`src/rtl/fetch_stage.sv`:
```
// Instruction fetch stage: one outstanding memory request, one-entry skid buffer,
// IF/ID pipeline register with branch flush and downstream stall.
module fetch_stage #(
   parameter logic [31:0] RESET_PC  = 32'h0000_0000,
   parameter logic [31:0] NOP_INSTR = 32'h0000_0000
) (
   input  logic        clk,
   input  logic        rst,
   input  logic        stall,
   input  logic        branch_taken,
   input  logic [31:0] branch_target,
   output logic        imem_req,
   output logic [31:0] imem_addr,
   input  logic        imem_ack,
   input  logic [31:0] imem_rdata,
   output logic [0:31] instr_d,
   output logic [31:0] pc_d,
   output logic        valid_d
);

   localparam int unsigned XLEN = 32;

   typedef enum logic [1:0] {IDLE, FETCH, HOLD, DRAIN} state_t;

   state_t          state, state_nxt;
   logic [XLEN-1:0] pc, pc_nxt;
   logic [XLEN-1:0] req_addr;
   logic [XLEN-1:0] skid_instr, skid_pc;
   logic            skid_load, ifid_load, ifid_from_skid, load_req;

   assign imem_addr = req_addr;

   // Next-state, next-pc and IF/ID load selection
   always_comb begin
      state_nxt      = state;
      pc_nxt         = pc;
      skid_load      = 1'b0;
      ifid_load      = 1'b0;
      ifid_from_skid = 1'b0;
      case (state)
         IDLE: state_nxt = FETCH;
         FETCH: begin
            if (imem_ack) begin
               pc_nxt = pc + XLEN'(4);
               if (!branch_taken) begin
                  if (stall) begin
                     skid_load = 1'b1;
                     state_nxt = HOLD;
                  end else begin
                     ifid_load = 1'b1;
                  end
               end
            end else if (branch_taken) begin
               state_nxt = DRAIN;
            end
         end
         HOLD: begin
            if (branch_taken) begin
               state_nxt = FETCH;
            end else if (!stall) begin
               ifid_from_skid = 1'b1;
               state_nxt      = FETCH;
            end
         end
         DRAIN: if (imem_ack) state_nxt = FETCH;
         default: state_nxt = IDLE;
      endcase
      if (branch_taken) pc_nxt = branch_target & ~XLEN'(3);
   end

   // A new request address is latched only when no request is still outstanding
   assign load_req = (state_nxt == FETCH) && !((state == FETCH) && !imem_ack);

   always_ff @(posedge clk) begin
      if (rst) begin
         state      <= IDLE;
         pc         <= RESET_PC;
         req_addr   <= RESET_PC;
         imem_req   <= 1'b0;
         skid_instr <= '0;
         skid_pc    <= '0;
         instr_d    <= NOP_INSTR;
         pc_d       <= '0;
         valid_d    <= 1'b0;
      end else begin
         state    <= state_nxt;
         pc       <= pc_nxt;
         imem_req <= (state_nxt == FETCH) || (state_nxt == DRAIN);
         if (load_req) req_addr <= pc_nxt;
         if (skid_load) begin
            skid_instr <= imem_rdata;
            skid_pc    <= req_addr;
         end
         // Flush beats stall; stall freezes IF/ID; otherwise load or insert a bubble
         if (branch_taken) begin
            valid_d <= 1'b0;
            instr_d <= NOP_INSTR;
         end else if (ifid_load) begin
            valid_d <= 1'b1;
            instr_d <= imem_rdata;
            pc_d    <= req_addr;
         end else if (ifid_from_skid) begin
            valid_d <= 1'b1;
            instr_d <= skid_instr;
            pc_d    <= skid_pc;
         end else if (!stall) begin
            valid_d <= 1'b0;
            instr_d <= NOP_INSTR;
         end
      end
   end

endmodule
```
`config.mk`:
```
export PLATFORM = sky130hd
export DESIGN_NAME = fetch_stage
export DESIGN_NICKNAME = d
export VERILOG_FILES = /design/src/rtl/fetch_stage.sv
export SDC_FILE = /design/constraint.sdc
export NUM_CORES = 1
export LEC_CHECK = 0
export CAP_MARGIN = 5
export CORE_ASPECT_RATIO = 1.2
export CORE_MARGIN = 1.5
export CORE_UTILIZATION = 50
export DETAILED_ROUTE_END_ITERATION = 6
export PLACE_DENSITY = 0.77
export REMOVE_ABC_BUFFERS = 1
export SLEW_MARGIN = 0
export SYNTH_ARGS = -nofsm -noshare
export SYNTH_HDL_FRONTEND = slang
export SYNTH_SLANG_ARGS = --single-unit
```
`constraint.sdc`:
```
create_clock -name clk -period 5.7 [get_ports clk]
set_clock_uncertainty 0.15 [all_clocks]
set_input_delay 1.14 -clock clk [delete_from_list [all_inputs] [get_ports clk]]
set_output_delay 1.14 -clock clk [all_outputs]
set_load 0.1 [all_outputs]
```
==> metrics.yaml <==
p_switching_uw: 840.7
grt_pass1_wl_um: 33460
p_sw_share_pct: 26.80
synth_warnings: 0
numCtsBuffers: 17
layout.nets: 1122
initial_core_util_pct: 51.30
crit_path_start_kind: "primary input"
ys_top_cells_by_area: "dfxtp_1 (50%), nand2_1 (9.7%), a21oi_1 (7.4%)"
overflow: 0
leakage_uw: 0.003506
regArea_um2: 3904
ir_drop_mv: 0.2381
hold_viol: 0
ys_seq_area_share_pct: 50.45
first_pass_iters: 6
synth_most_common_cell: "nand2_1"
grtUsageTotal_pct: 25.97
grt_pass1_vias: 6726
worstSetupPathType: "primary input to flip-flop"
cts_tree: "built"
min_from: "pc_d[21]"
rsz0062_at_grt: "false"
final_antenna_net_count: 0
clock_power_share_pct: 40.2
synth-main-ff-cell: "dfxtp_1"
comb_power_share_pct: 13.5
clockBufferDepth: 2
die_h_um: 139.3
finalCriticalPeriod_ns: 3.673
cp_max_fo: 41
port_buffers: 164
synth-edff-count: 0
grt_busiest_layer: "met2"
cts-htree-levels: 4
crit_end: "skid_pc[29]"
via_per_inst: 5.747
clock-sinks: 195
nFillCells: 1275
synth_top_cells_by_count: "nand2_1 (199), dfxtp_1 (195), a21oi_1 (114)"
num_vias: 7287
end_kind: "flip-flop"
die-area_um2: 16230
ios: 167
rr_startpoint: "state[0]"
dp_slack_ns: 1.561
slew-limit-headroom_pct: 31.87
multiInputGateArea_um2: 3565
drcViolationCount: 0
synth.top_cell.area_share_pct: 50.45
ctsHoldBuffers: 0
reg2regPathDepth: 5
synth_cell_types: 60
cap_violations: 0
clock_latency_ns: 0.43
wl_um: 20900
dieWidth_um: 116.6
final_core_util_pct: 67.37
place.gp.congestion: 0.9104
place_hpwl_um: 13240
fmax_ghz: 0.2723
slew_viol_final: 0
postSynthCellCount: 920
syn_area_per_cell_um2: 8.410
total_power_uw: 3137
powerDensity_nw_per_um2: 308.7
yosys.area.top_type: "dfxtp_1"
r2r-end: "skid_pc[29]"
clk_pin_slew_ns: 0.07
use_met3_pct: 5.270
setup_viol: 0
syn_to_final_growth_pct: 31.32
fin_ws_ns: 2.027
rrSetupSlack_ns: 3.04
grt_antenna_before_repair: 0
postCtsSetupRepairBufs: 0
clock-root-buffer: "clkbuf_16"
core_region_area_um2: 15080
syn_area_um2: 7737
drive_gt1_share_pct: 5.921
diodes: 0
grt_max_degree: 73
use_met2_pct: 42.63
async_flop_share_pct: 0
met1_usage_pct: 34.08
seqPwrFrac_pct: 46.3
outcome: "complete, no violations"
min_period_over_period_pct: 64.44
cts_resized: 0
hp-class: "flip-flop to flip-flop"
finalNonFillerCells: 1268
drt_iter0_drc: 645
ys_ff_latch: 195
worstSetupStartpoint: "stall"
wire_per_inst_um: 16.48
placementRows: 49
p_int_uw: 2296
tightest_slew_ns: 1.021
dp_cells: 1237
cp.arrival_ns: 3.80
critPathRequiredTime_ns: 5.83
-- stage by stage --
step,hold WS (ns),cell area [um^2],TNS (ns)
after floorplan,0.2789,7470,-32.36
after global placement,0.2909,9532,0
after detailed placement,0.2956,9532,0
after CTS,0.3046,10160,0
after global routing,0.3218,10160,0
final,0.3024,10160,0
-- cell families after synthesis --
family                   after synthesis  share of synthesized area (%)
adder cells (fa/ha/maj)                1                         0.1617
flip-flops                           195                          50.45
multiplexers                           6                         0.7762
AO/OA/AOI/OAI                        247                          21.65
buffers and inverters                 77                          3.800
AND/OR/NAND/NOR                      385                          22.14
XOR/XNOR                               9                          1.019
-- critical path, stage by stage --
cell,delay (ns)
clkdlybuf4s50_1,0.62
buf_4,0.46
nand3_2,0.88
buf_4,0.52
nand2_1,0.09
a21oi_1,0.06
-- how the worst min path moves through the flow --
stage	end	slack, ns	cells after the start
floorplan	pc[0]	0.28	1
global placement	pc_d[26]	0.29	2
detailed placement	skid_instr[16]	0.30	2
CTS	skid_instr[16]	0.30	2
global route	skid_pc[20]	0.32	2
finish	pc_d[21]	0.30	2
-- placed cells by master (no fill, tap or decap), types with 3 or more instances in the layout --
master / n
o2bb2ai_1: 3
o21a_1: 6
clkdlybuf4s50_1: 163
nor3b_1: 3
nor2_1: 72
mux2i_1: 6
and4_1: 5
and2_1: 11
nand3_1: 19
a211o_1: 4
clkinv_2: 3
nand4_1: 5
and3_1: 7
xor2_1: 5
buf_4: 20
dfxtp_1: 195
a21oi_1: 114
o22ai_1: 4
nand2b_1: 6
nor4_1: 11
a222oi_1: 32
a21o_1: 4
o41ai_1: 5
o211ai_1: 3
nand2_1: 199
o31a_1: 5
inv_1: 6
a22oi_1: 32
xnor2_1: 4
clkbuf_16: 17
a211oi_1: 5
bufinv_16: 3
o21ai_0: 10
a32o_1: 4
clkbuf_8: 6
nor3_1: 27
nor2b_1: 3
-- cell type report --
cell class	instances	area share, %
Clock buffer	23	4.999
Clock inverter	8	1.194
Inverter	7	0.2586
Multi-Input combinational cell	648	35.08
Sequential cell	195	38.42
Tap cell	204	2.512
Timing Repair Buffer	183	17.53
-- power by group through the flow --
stage / Clock (uW) / Combinational [uW] / Sequential, uW
detailed placement: 0 / 422 / 1480
global placement: 0 / 420 / 1480
floorplan: 0 / 103 / 1630
global route: 1330 / 447 / 1460
CTS: 1280 / 424 / 1450
finish: 1260 / 424 / 1450
-- metal layers --
layer | vias up | share of wire (%)
met1 | 3428 | 43
met4 | 0 | 1.7
met5 | - | 0
li1 | 3561 | -
met3 | 31 | 6.9
met2 | 267 | 48
-- flip-flops by register name (all words and copies together) (netlist names) --
signal	count
pc_d	32
skid_pc	32
instr_d	32
skid_instr	32
pc	32
valid_d	1
state	2
imem_addr	32
(Power assumes the default switching activity.)
